## config.mk

```make
export PLATFORM = sky130hd
export DESIGN_NAME = uart_tx_arb
export DESIGN_NICKNAME = d
export VERILOG_FILES = /design/src/rtl/uart_tx_arb.sv
export SDC_FILE = /design/constraint.sdc
export NUM_CORES = 1
export LEC_CHECK = 0
export CAP_MARGIN = 5
export CORE_MARGIN = 2
export CORE_UTILIZATION = 30
export CTS_CLUSTER_SIZE = 25
export DETAILED_ROUTE_END_ITERATION = 8
export DONT_BUFFER_PORTS = 1
export SLEW_MARGIN = 20
export SYNTH_ARGS = -nofsm -noshare
export SYNTH_HDL_FRONTEND = slang
export SYNTH_SLANG_ARGS = --single-unit
export TNS_END_PERCENT = 100
```

## constraint.sdc

```tcl
create_clock -name clk -period 2.8 [get_ports clk]
set_clock_uncertainty 0.05 [all_clocks]
set_input_delay 0.14 -clock clk [delete_from_list [all_inputs] [get_ports clk]]
set_output_delay 0.14 -clock clk [all_outputs]
set_load 0.02 [all_outputs]
```

## src/rtl/uart_tx_arb.sv

```systemverilog
// Round-robin, packet-locked arbiter feeding one UART transmitter through a one-byte stage.
// Define UART_TX_ARB_TAG_EN to prefix every packet with the tag byte 8'hA0 | grant.
module uart_tx_arb #(
  parameter int N_SRC = 4
) (
  input  logic               clk,
  input  logic               rst_n,
  input  logic [N_SRC-1:0]   src_valid,
  input  logic [8*N_SRC-1:0] src_data,
  input  logic [N_SRC-1:0]   src_last,
  output logic [N_SRC-1:0]   src_ready,
  output logic               fifordempty,
  output logic [7:0]         fifodata,
  input  logic               fifordreq,
  output logic [1:0]         grant,
  output logic               busy,
  output logic               underrun
);

`ifdef UART_TX_ARB_TAG_EN
  typedef enum logic [1:0] {ST_IDLE, ST_TAG, ST_DATA} state_t;
`else
  typedef enum logic [1:0] {ST_IDLE, ST_DATA} state_t;
`endif

  state_t      state;
  logic [1:0]  rr_ptr;
  logic [7:0]  stg_data;
  logic        stg_vld;
  logic [3:0]  valid_pad;
  logic [3:0]  last_pad;
  logic [7:0]  data_arr [4];
  logic        stage_free;
  logic        drain;
  logic        take;
  logic        any_req;
  logic [1:0]  pick;

  // Widen the per-source buses to four lanes so a 2-bit grant always indexes in range.
  always_comb begin
    valid_pad = '0;
    last_pad  = '0;
    for (int i = 0; i < 4; i++) data_arr[i] = '0;
    for (int i = 0; i < N_SRC; i++) begin
      valid_pad[i] = src_valid[i];
      last_pad[i]  = src_last[i];
      data_arr[i]  = src_data[8*i +: 8];
    end
  end

  always_comb begin
    pick    = rr_ptr;
    any_req = 1'b0;
    for (int k = 1; k <= N_SRC; k++) begin
      if (!any_req && valid_pad[2'((int'(rr_ptr) + k) % N_SRC)]) begin
        pick    = 2'((int'(rr_ptr) + k) % N_SRC);
        any_req = 1'b1;
      end
    end
  end

  assign stage_free  = ~stg_vld | fifordreq;
  assign drain       = fifordreq & stg_vld;
  assign take        = (state == ST_DATA) & valid_pad[grant] & stage_free;
  assign fifordempty = ~stg_vld;
  assign busy        = (state != ST_IDLE) | stg_vld;

  always_comb begin
    src_ready = '0;
    if (state == ST_DATA) begin
      for (int i = 0; i < N_SRC; i++) begin
        if (grant == 2'(i)) src_ready[i] = stage_free;
      end
    end
  end

  always_ff @(posedge clk or negedge rst_n) begin
    if (!rst_n) begin
      state    <= ST_IDLE;
      grant    <= '0;
      rr_ptr   <= 2'(N_SRC - 1);
      stg_data <= '0;
      stg_vld  <= 1'b0;
      fifodata <= '0;
      underrun <= 1'b0;
    end else begin
      if (drain) fifodata <= stg_data;
      if (fifordreq && !stg_vld) underrun <= 1'b1;
      // A load below in the same cycle overrides this clear (drain + refill).
      if (drain) stg_vld <= 1'b0;
      case (state)
        ST_IDLE: begin
          if (any_req) begin
            grant <= pick;
`ifdef UART_TX_ARB_TAG_EN
            state <= ST_TAG;
`else
            state <= ST_DATA;
`endif
          end
        end
`ifdef UART_TX_ARB_TAG_EN
        ST_TAG: begin
          if (stage_free) begin
            stg_data <= 8'hA0 | {6'b0, grant};
            stg_vld  <= 1'b1;
            state    <= ST_DATA;
          end
        end
`endif
        ST_DATA: begin
          if (take) begin
            stg_data <= data_arr[grant];
            stg_vld  <= 1'b1;
            if (last_pad[grant]) begin
              rr_ptr <= grant;
              state  <= ST_IDLE;
            end
          end
        end
        default: state <= ST_IDLE;
      endcase
    end
  end

endmodule
```

* Word level (Yosys, flattened, before mapping) *
Index checks and enable logic that the tools add are counted.

operators by class
  add/sub/neg operators = 4
  multipliers = 0
  div/mod/pow operators = 0
  $lt $le $gt $ge = 6
  equal/unequal tests = 7
  shift operators = 0
  mux-type cells = 39
  bitwise operators = 7
  reduce and logical (&&, ||, !) cells = 15

operators by type and width
  cell                   number
  $mux W1                21
  $bmux W8 S2            1
  $lt A2 B4 Y1 const B   4
  $mux W8                2
  $mux W2                7
  $bmux W1 S2            6
  $reduce_and A3 Y1      2
  $add A2 B1 Y2 const B  2
  $add A2 B2 Y2 const B  2
  $eq A2 B1 Y1 const B   2
  $eq A2 B2 Y1 const B   2
  $logic_and A1 B1 Y1    4
  $logic_not A1 Y1       4
  $logic_not A2 Y1       2
  $mux W4                1
  $ne A2 B2 Y1 const B   2
  $pmux W2 S2            1
  $reduce_and A2 Y1      2
  $and A1 B1 Y1          3
  $ge A3 B3 Y1 const B   1
  $lt A2 B3 Y1 const B   1
  $not A2 Y3             1
  $ne A2 B1 Y1 const B   1
  $or A1 B1 Y1           2
  other kinds (2)        2

storage, ports and cells
  bits in registers = 24
  bits in latches = 0
  memory bits (writable) = 0
  memory bits (read-only) = 0
  input bits = 43
  output and inout port bits = 17
  word-level logic and storage cells = 85
  memories kept = 0

* Longest topological paths before layout *
Gate-level depths: netlist (run 1).

  depth after elaboration = 16
  gate-level depth with buffers = 4
  mapped depth without buffers = 3

* Least setup slack after synthesis (run 1) *
No wires, ideal clock.

  kind = register -> register
  from = register grant[0]
  to = register stg_data[0]
  library setup time = 125 ps
  arrival = 1,638 ps
  required time = 2,625 ps
  setup slack = 987 ps
  stages on the path, launching flop included = 5
  path buffers = 1
  period minus slack after synthesis = 1,813 ps
  cells stage by stage = dfrtp_1 -> buf_6 -> mux4_2 -> nand3_4 -> mux2_2

on the way
  longest elaborated chain between the ends = 5
  elaborated cells between the ends (all ways) = 9
  those cells by class = 5 x mux; 3 x bitwise; 1 x reduce/logical

ends and longest elaborated chain
  what                                RTL line  source
  start: declaration                  15        output logic [1:0] grant,
  start signal: assignment            94        grant <= pick;
  $bmux W1 S2                         64        assign take = (state == ST_DATA) & valid_pad[grant] & stage_free;
  $mux W1 (not written as such)       64
  $and A1 B1 Y1 (2 in series)         64
  $reduce_and A2 Y1 (no source line)  --
  end signal: assignment              113       stg_data <= data_arr[grant];
  end: declaration                    28        logic [7:0] stg_data;

Several ways; a longest one is shown, not always the timed one. The select of a mux whose other input is x is not followed.
A chain may end at the register's enable or synchronous reset.

* Final worst setup path (run 1) *
  from = register grant[1]
  to = output port src_ready[2]

on the way
  longest elaborated chain between the ends = 3

ends and longest elaborated chain
  what              RTL line  source
  $eq A2 B2 Y1      72        if (grant == 2'(i)) src_ready[i] = stage_free;
  $mux W1           72
  $mux W4           70        if (state == ST_DATA) begin
  end: declaration  11        output logic [N_SRC-1:0] src_ready,

No other way between the ends.

==> metrics.cfg, run 1 <==
[setup_path]
worstPathMaxFanout = 11
r2r_start = grant[0]
crit_chain = buf_4 > inv_1 > nor3_1
r2r-end = stg_data[2]
cp.required_ns = 2.61
startpoint_type = flip-flop
path_class = reg2out
arrival_ns = 1.70
rrSetupSlack_ns = 0.94
rr_worst_depth = 3
critical_path.startpoint = grant[1]
crit_slowest_cell = dfrtp_1
worstSetupEndpointType = output port
slowest_delay_ns = 0.55

[timing]
period_share = 0.674
max_freq_ghz = 0.530
post-route-min-period_ns = 1.89
tightest_slew_ns = 0.659
hold_viol = 0
slew_viol_final = 0
tns_ns = 0
grt_setup_unrepaired = no
relSlewSlack = 0.557
setup_viol = 0

[layout]
final_nets = 140
final_cell_mix = 21 x dfrtp_1, 18 x mux2_2, 9 x mux4_1, 6 x nand2_1, 4 x nor2_1
layout-drive-gt1-share = 0.313
area_growth_pct = 9.84
final_common_cell = dfrtp_1
final_cells = 146
antenna_cells = 0
final_util = 0.348

[synth]
avgSynthCellArea_um2 = 14.3
syn-num-nets = 133
yosys_warnings = 0
netlist_area_um2 = 1280
synth-seq-cells = 23
synthCells = 90
ys_types = 28
ys_seq_area_frac = 0.450

[hold_path]
hold_depth = 2
hold_end = grant[1]
hp-class = in2reg
hold_start = src_valid[2]

[power]
p_leak_uw = 0.000590
switching_power_uw = 646
internal_power_uw = 975
seq_power_share = 0.455
powerDensity_nw_per_um2 = 1150
switching_share = 0.399
p_comb_frac = 0.417
clockPowerShare = 0.128
ir_drop_mv = 0.456

[cts]
clock_path_buffers = 2
cts_tree = done
htreeDepth = 1
cts_buffers = 3
clk_pin_slew_worst_paths_ns = 0.08
ctsHoldBuffers = 2
post-cts-setup-buffers = 0
clk_latency_ns = 0.27
cts_resized = 0
cts.sinks = 23
ctsRootBufferMaster = clkbuf_8

[floorplanning]
ios = 60
die_h_um = 69.4
dieArea_um2 = 4820
rows = 23
die_w_um = 69.4
core_area_um2 = 4060
start_util = 0.316

[global_route]
grt_pass1_wl_um = 4240
antenna_found_initial = 0
overflow = 0
grt_max_degree = 24
first_global_vias = 811
track_usage = 0.115

[drt]
ant_nets = 0
vias = 811
routedWlPerCell_um = 19.0
wirelength_um = 2780
drt_iter0_markers = 20
firstDrtPassIters = 4
avgViaCountPerCell = 5.55
drc = 0

[place]
dp_hpwl_um = 2140
io_buffer_count = 0
place_congestion = 0.711
dp.cells = 138

[job]
max_cap_violations = 0

[run_status]
status = finished clean

## how the worst max path moves through the flow
stage                               to  slack (ns)  cells after the start
after detailed placement   stg_data[0]        0.93                      3
after global placement     stg_data[1]        0.95                      3
after CTS                 src_ready[2]        0.90                      3
after floorplan            stg_data[0]        0.99                      4
final                     src_ready[2]        0.91                      3
after global routing      src_ready[2]        0.82                      3
## registers in the layout, indices dropped and copies added, names as in the netlist
name,count
rr_ptr,2
underrun,1
stg_vld,1
grant,2
fifodata,8
stg_data,8
state,1
## through the flow
stage | hold slack (ns) | setup WS, ns | total power [uW] | instance area, um^2
2_1_floorplan | -0.206 | 0.987 | 1310 | 1280
3_3_place_gp | -0.205 | 0.945 | 1400 | 1330
3_5_place_dp | -0.205 | 0.926 | 1430 | 1330
4_1_cts | 0.00480 | 0.896 | 1650 | 1400
5_1_grt | 0.0106 | 0.818 | 1740 | 1410
6_report | 0.0253 | 0.912 | 1620 | 1410
## worst max-delay path: cells and delay by family (launching register included)
family	cells	cell delay, ns
DFF	1	0.55
buffers and inverters	2	0.34
and+or+nand+nor	1	0.54
## cells in the mapped netlist, drive strengths merged
| cell type | count | share of area |
|---|---|---|
| dfrtp | 21 | 0.41 |
| mux2 | 18 | 0.16 |
| mux4 | 10 | 0.20 |
| nand2 | 6 | 0.018 |
| nor2 | 4 | 0.012 |
| clkbuf | 3 | 0.017 |
| inv | 3 | 0.0088 |
| nor3 | 3 | 0.012 |
| a21o | 2 | 0.012 |
| a21oi | 2 | 0.0078 |
| dfstp | 2 | 0.041 |
| nand2b | 2 | 0.0097 |
| nand3 | 2 | 0.018 |
| a21boi | 1 | 0.0059 |
| a22oi | 1 | 0.0059 |
| a41oi | 1 | 0.0068 |
| and3b | 1 | 0.0068 |
| buf | 1 | 0.0088 |
| mux2i | 1 | 0.0078 |
| nand4 | 1 | 0.0097 |
| nor2b | 1 | 0.0049 |
| nor4 | 1 | 0.0049 |
| o21ai | 1 | 0.0039 |
| o31ai | 1 | 0.0059 |
| or4 | 1 | 0.0059 |
## kinds of logic (layout without fill, tap and decap cells)
logic type	after synthesis	count (layout)	synth area share
compound gates	9	9	0.0478
buf+inv	7	13	0.0341
flops	23	23	0.450
simple gates	22	22	0.100
mux	29	29	0.367
## layer usage
| metal | GRT usage | vias to the layer above | wire, um |
|---|---|---|---|
| met2 | 0.198 | 32 | 1480 |
| met4 | 0.0458 | 0 | 43 |
| met5 | 0 | - | 0 |
| met1 | 0.125 | 414 | 1040 |
| li1 | - | 361 | - |
| met3 | 0.0509 | 4 | 213 |
## power by group through the flow
stage	combinational [uW]	sequential, uW	clock (uW)
final	676	739	207
after floorplan	620	687	0
after CTS	693	744	218
after global placement	661	742	0
after global routing	742	769	231
after detailed placement	682	752	0
## area by class of cell
type	instances	area, um^2
fillers	399	2650
multi-input cells	60	662
flip-flops and latches	23	578
well taps	50	62.6
repair buffers	6	50.0
clock buffers	3	41.3
inverters	3	11.3
clock inverters	1	5.00
No activity file was read; power rests on OpenSTA's default activity.
==> run 2: changes to the inputs <==
==> constraint.sdc (replaced) <==
create_clock -name clk -period 1.7 [get_ports clk]
set_clock_uncertainty 0.05 [all_clocks]
set_input_delay 0.085 -clock clk [delete_from_list [all_inputs] [get_ports clk]]
set_output_delay 0.085 -clock clk [all_outputs]
set_load 0.02 [all_outputs]
==> run 2 against run 1 <==
Utilization increased by 1.7 points. Sequential share of layout area decreased by 1.9 points. Cell count grew 5.5%. Via count rose by 8.9%. Clock-buffer cell count did not move. Clock power up 65%. Routed wire length up 8.7%. Total power grew 73%. Non-clock buffer count grew 8. Die area did not move. Largest cell class unchanged. Highest routed layer unchanged.
==> metrics.cfg, run 2 (synthesis results as in run 1) <==
[drt]
routedWlPerCell_um = 19.6  ; +3.1%
avgViaCountPerCell = 5.73  ; +3.2%
drc = 0  ; unchanged
vias = 883  ; +8.9%
wirelength_um = 3020  ; +8.7%
drt_iter0_markers = 33  ; +65%
ant_nets = 0  ; unchanged
firstDrtPassIters = 4  ; unchanged

[global_route]
track_usage = 0.130  ; +0.0149
first_global_vias = 920  ; +13%
overflow = 0  ; unchanged
grt_max_degree = 24  ; unchanged
grtUsageMet1 = 0.142  ; +0.0179
met3_usage = 0.0610  ; +0.0102
grt_pass1_wl_um = 4900  ; +15%
antenna_found_initial = 0  ; unchanged
top_usage_layer = met2
met2_usage = 0.231  ; +0.0331

[layout]
layout-drive-gt1-share = 0.356  ; +0.0433
seq_area_um2 = 579  ; +0.22%
reg.largest.list = fifodata: 8 flops, stg_data: 8 flops
final_util = 0.365  ; +0.0173
fillCellCount = 389  ; -2.5%
area_growth_pct = 15.3
final_common_cell = dfrtp_1
antenna_cells = 0  ; unchanged
final_nets = 148  ; +5.7%
final_cell_mix = 20 x dfrtp_1, 17 x mux2_2, 9 x mux4_1, 8 x buf_4, 6 x nand2_1
multiInputGateArea_um2 = 666  ; +0.57%

[power]
power_uw = 2800  ; +73%
powerDensity_nw_per_um2 = 1890  ; +64%
p_leak_uw = 0.000633  ; +7.3%
ir_drop_mv = 0.821  ; +80%

[setup_path]
r2r-end = stg_data[5]
startpoint_type = flip-flop
worstSetupEndpointType = flip-flop
worstPathMaxFanout = 8  ; -3
cp.required_ns = 1.81  ; -0.80 ns
rr_worst_depth = 3  ; unchanged
arrival_ns = 1.78  ; +0.08 ns
rrSetupSlack_ns = 0.03  ; -0.91 ns
path_class = reg2reg
r2r_start = grant[0]

[floorplanning]
ios = 60  ; unchanged
die_h_um = 69.4  ; unchanged
rows = 23  ; unchanged
core_area_um2 = 4060  ; unchanged
dieArea_um2 = 4820  ; unchanged
die_w_um = 69.4  ; unchanged
start_util = 0.316  ; unchanged

[timing]
relSlewSlack = 0.657  ; +0.0996
whs_ns = 0.00449  ; -0.0208 ns
hold_viol = 0  ; unchanged
period_share = 0.982
slew_viol_final = 0  ; unchanged
tightest_slew_ns = 0.514  ; -0.144 ns
setup_viol = 0  ; unchanged
post-route-min-period_ns = 1.67
max_freq_ghz = 0.599
grt_setup_unrepaired = yes

[cts]
clk_latency_ns = 0.27  ; about the same
ctsRootBufferMaster = clkbuf_8
cts_buffers = 3  ; unchanged
cts.sinks = 23  ; unchanged
clk_pin_slew_worst_paths_ns = 0.08  ; about the same
clock_path_buffers = 2  ; unchanged
cts_tree = done
htreeDepth = 1  ; unchanged
post-cts-setup-buffers = 0  ; unchanged

[hold_path]
hold_depth = 2  ; unchanged
hold_start = src_valid[3]
hold_end = grant[0]
hp-class = in2reg

[place]
dp_hpwl_um = 2310  ; +8.1%
io_buffer_count = 0  ; unchanged
place_congestion = 0.845  ; +19%

[run_status]
status = finished clean

[job]
max_cap_violations = 0  ; unchanged

run 2: metrics by stage:
step	instance area (um^2)	cells	worst slack [ns]	setup TNS, ns
finish	1480	154	0.0301	0
global route	1480	154	-0.0129	-0.0571
CTS	1470	153	0.0222	0
detailed placement	1380	144	0.0369	0
global placement	1380	144	0.0771	0
floorplan	1280	90	-0.0518	-0.414
run 2: area by class of cell:
class | count | area share
repair buffers | 14 | 0.0778
clock buffers | 3 | 0.0279
multi-input cells | 60 | 0.450
flip-flops and latches | 23 | 0.391
inverters | 3 | 0.00761
well taps | 50 | 0.0423
clock inverters | 1 | 0.00338
run 2: layer usage:
layer  vias up  wire length [um]
met5         -                 0
met4         0                28
met3         6               306
met2        45              1600
met1       451              1090
li1        381                 -
run 2: worst max-delay path: stages (launching register included):
cell and delay, ns:
dfrtp_2 0.40, mux4_2 0.58, nand3_4 0.18, mux2_2 0.35
run 2: what timing repair did:
| item | CTS | global route |
|---|---|---|
| endpoints found under the hold margin | 26 | 21 |
| hold buffers | 5 | 1 |
| gates resized for setup | 0 | 1 |
| endpoints found under the setup margin | 0 | 6 |
run 2: report_power, final:
group | internal (uW) | total [uW] | switching, uW | leakage (uW)
sequential | 841 | 1190 | 347 | 0.000261
clock | 164 | 341 | 177 | 0.0000255
combinational | 695 | 1270 | 575 | 0.000346
run 2: worst max path at each step:
stage          slack (ns)      from           to  cells past startpoint
6_report             0.03  grant[0]  stg_data[5]                      3
5_1_grt             -0.01  grant[0]  stg_data[1]                      3
4_1_cts              0.02  grant[0]  stg_data[5]                      3
3_5_place_dp         0.04  grant[0]  stg_data[5]                      3
3_3_place_gp         0.08  grant[0]  stg_data[5]                      3
2_1_floorplan       -0.05  grant[0]  stg_data[0]                      4
==> run 3: changes to the inputs <==
--- a/config.mk
+++ b/config.mk
@@ -11,6 +11,7 @@
 export CTS_CLUSTER_SIZE = 25
 export DETAILED_ROUTE_END_ITERATION = 8
 export DONT_BUFFER_PORTS = 1
+export SETUP_SLACK_MARGIN = 0.4
 export SLEW_MARGIN = 20
 export SYNTH_ARGS = -nofsm -noshare
 export SYNTH_HDL_FRONTEND = slang
==> constraint.sdc (replaced) <==
create_clock -name clk -period 1.7 [get_ports clk]
set_clock_uncertainty 0.05 [all_clocks]
set_input_delay 0.34 -clock clk [delete_from_list [all_inputs] [get_ports clk]]
set_output_delay 0.34 -clock clk [all_outputs]
set_load 0.02 [all_outputs]
==> run 3 against run 2 <==
The run now ends with hold timing left. Worst hold slack worse by 0.018 ns. Combinational power up 32%. Global-route usage down 0.59 points. Cell count up 1.3%. Cell area up 8.7%. Clock-buffer cell count unchanged. Fmax up 0.41%. Largest cell class unchanged. Critical path type unchanged. Routed wire length up 1.7%. Non-clock buffer count up 2. Flip-flop and latch count unchanged.
==> metrics.cfg, run 3 (synthesis results as in run 1) <==
[drt]
avgViaCountPerCell = 5.51  ; -4.0%
vias = 859  ; -2.7%
drc = 0  ; unchanged
ant_nets = 0  ; unchanged
firstDrtPassIters = 4  ; unchanged
drt_iter0_markers = 46  ; +39%
routedWlPerCell_um = 19.7  ; +0.42%
wirelength_um = 3070  ; +1.7%

[power]
power_uw = 3230  ; +15%
p_leak_uw = 0.000675  ; +6.6%
powerDensity_nw_per_um2 = 2000  ; +6.1%
ir_drop_mv = 0.829  ; +0.95%

[place]
place_congestion = 0.721  ; -15%
dp_hpwl_um = 2390  ; +3.6%
pre_cts_slack_ns = 0.0393  ; +0.00238 ns
place_area_um2 = 1410  ; +2.5%
io_buffer_count = 0  ; unchanged

[floorplanning]
dieArea_um2 = 4820  ; unchanged
rows = 23  ; unchanged
core_area_um2 = 4060  ; unchanged
ios = 60  ; unchanged
die_h_um = 69.4  ; unchanged
die_w_um = 69.4  ; unchanged
start_util = 0.316  ; unchanged

[layout]
layout-drive-gt1-share = 0.557  ; +0.201
area_growth_pct = 25.3
final_common_cell = dfrtp_1
final_util = 0.397  ; +0.0318
final_nets = 150  ; +1.4%
reg.largest.list = fifodata: 8 flops, stg_data: 8 flops
antenna_cells = 0  ; unchanged
final_area_um2 = 1610  ; +8.7%
final_cell_mix = 19 x dfrtp_1, 16 x mux2_2, 9 x buf_4, 8 x mux4_1, 4 x buf_6

[global_route]
grt_max_degree = 24  ; unchanged
first_global_vias = 890  ; -3.3%
overflow = 0  ; unchanged
track_usage = 0.124  ; -0.00593
antenna_found_initial = 0  ; unchanged
grt_pass1_wl_um = 4750  ; -3.1%

[cts]
ctsRootBufferMaster = clkbuf_8
cts.sinks = 23  ; unchanged
clk_latency_ns = 0.27  ; about the same
cts_tree = done
cts_buffers = 3  ; unchanged
clk_pin_slew_worst_paths_ns = 0.09  ; about the same
htreeDepth = 1  ; unchanged
clock_path_buffers = 2  ; unchanged

[timing]
tightest_slew_ns = 0.522  ; +0.00792 ns
grt_setup_unrepaired = yes
setup_viol = 0  ; unchanged
relSlewSlack = 0.652  ; -0.00528
slew_viol_final = 0  ; unchanged
fin_ws_ns = 0.0369  ; +0.00678 ns
max_freq_ghz = 0.601  ; +0.41%
whs_ns = -0.0135  ; -0.0179 ns
hold_viol = 15  ; +15
post-route-min-period_ns = 1.66  ; -0.00678 ns
period_share = 0.978  ; -0.00399

[hold_path]
hp-class = in2async

[run_status]
violations = hold timing
status = finished, violations left

[setup_path]
cp.required_ns = 1.80  ; about the same
critical_path.startpoint = grant[0]
startpoint_type = flip-flop
rrSetupSlack_ns = 0.04  ; about the same
arrival_ns = 1.77  ; about the same
path_class = reg2reg
worstPathMaxFanout = 8  ; unchanged
r2r_start = grant[0]
worstSetupEndpointType = flip-flop

[job]
max_cap_violations = 0  ; unchanged

-- run 3: cell types whose count changed in the layout (fill, tap and decap cells not counted), moves of 2 or more --
cell,previous run,this run
inv_1,3,0
nand2_4,0,2
nor2_4,0,2
inv_4,0,2
buf_12,0,2
nor3_1,3,1
nand2_1,6,3
nor2_1,4,2
nor3_4,0,2
dlygate4sd3_1,5,0
buf_6,0,4
-- run 3: layout make-up --
type,count,area [um^2]
sequential,23,581
clock buffer,3,41.3
multi-input combinational,60,746
timing repair buffer,16,158
fill,382,2450
tap,50,62.6
clock inverter,1,5.00
inverter,3,16.3
-- run 3: worst paths after layout --
kind,end,cells after the start
setup reg to reg,stg_data[2],3
min in group clk,underrun,1
max in group asynchronous,grant[0],1
hold / removal,state[0],1
setup / recovery,stg_data[2],3
hold reg to reg,fifodata[6],1
-- run 3: routing by layer --
layer | track usage | part of all wire
met1 | 0.141 | 0.38
met2 | 0.218 | 0.54
met4 | 0.0349 | 0.0094
met5 | 0 | 0
met3 | 0.0465 | 0.074
-- run 3: worst max-delay path, stage by stage, from the launching register on --
cell and delay (ns):
dfrtp_2 0.40, mux4_2 0.59, nand3_4 0.16, mux2_2 0.35
-- run 3: repair_timing --
item | in CTS | in global routing
pin swaps | 4 | 2
hold buffers | 1 | 0
setup buffers | 6 | 3
resized for setup | 14 | 8
endpoints found under the hold margin | 23 | 0
endpoints found under the setup margin | 18 | 29
-- run 3: where the power goes --
group / internal, uW / total [uW] / switching [uW]
Clock: 164 / 346 / 182
Combinational: 940 / 1680 / 745
Sequential: 843 / 1190 / 352
Total: 1950 / 3230 / 1280
-- run 3: through the flow --
stage               std cells  TNS [ns]  hold slack, ns
finish                    156         0         -0.0135
global placement          142         0        -0.00424
detailed placement        142         0        -0.00423
floorplan                  90    -0.408        -0.00559
global route              156   -0.0940          0.0338
CTS                       153         0           0.149
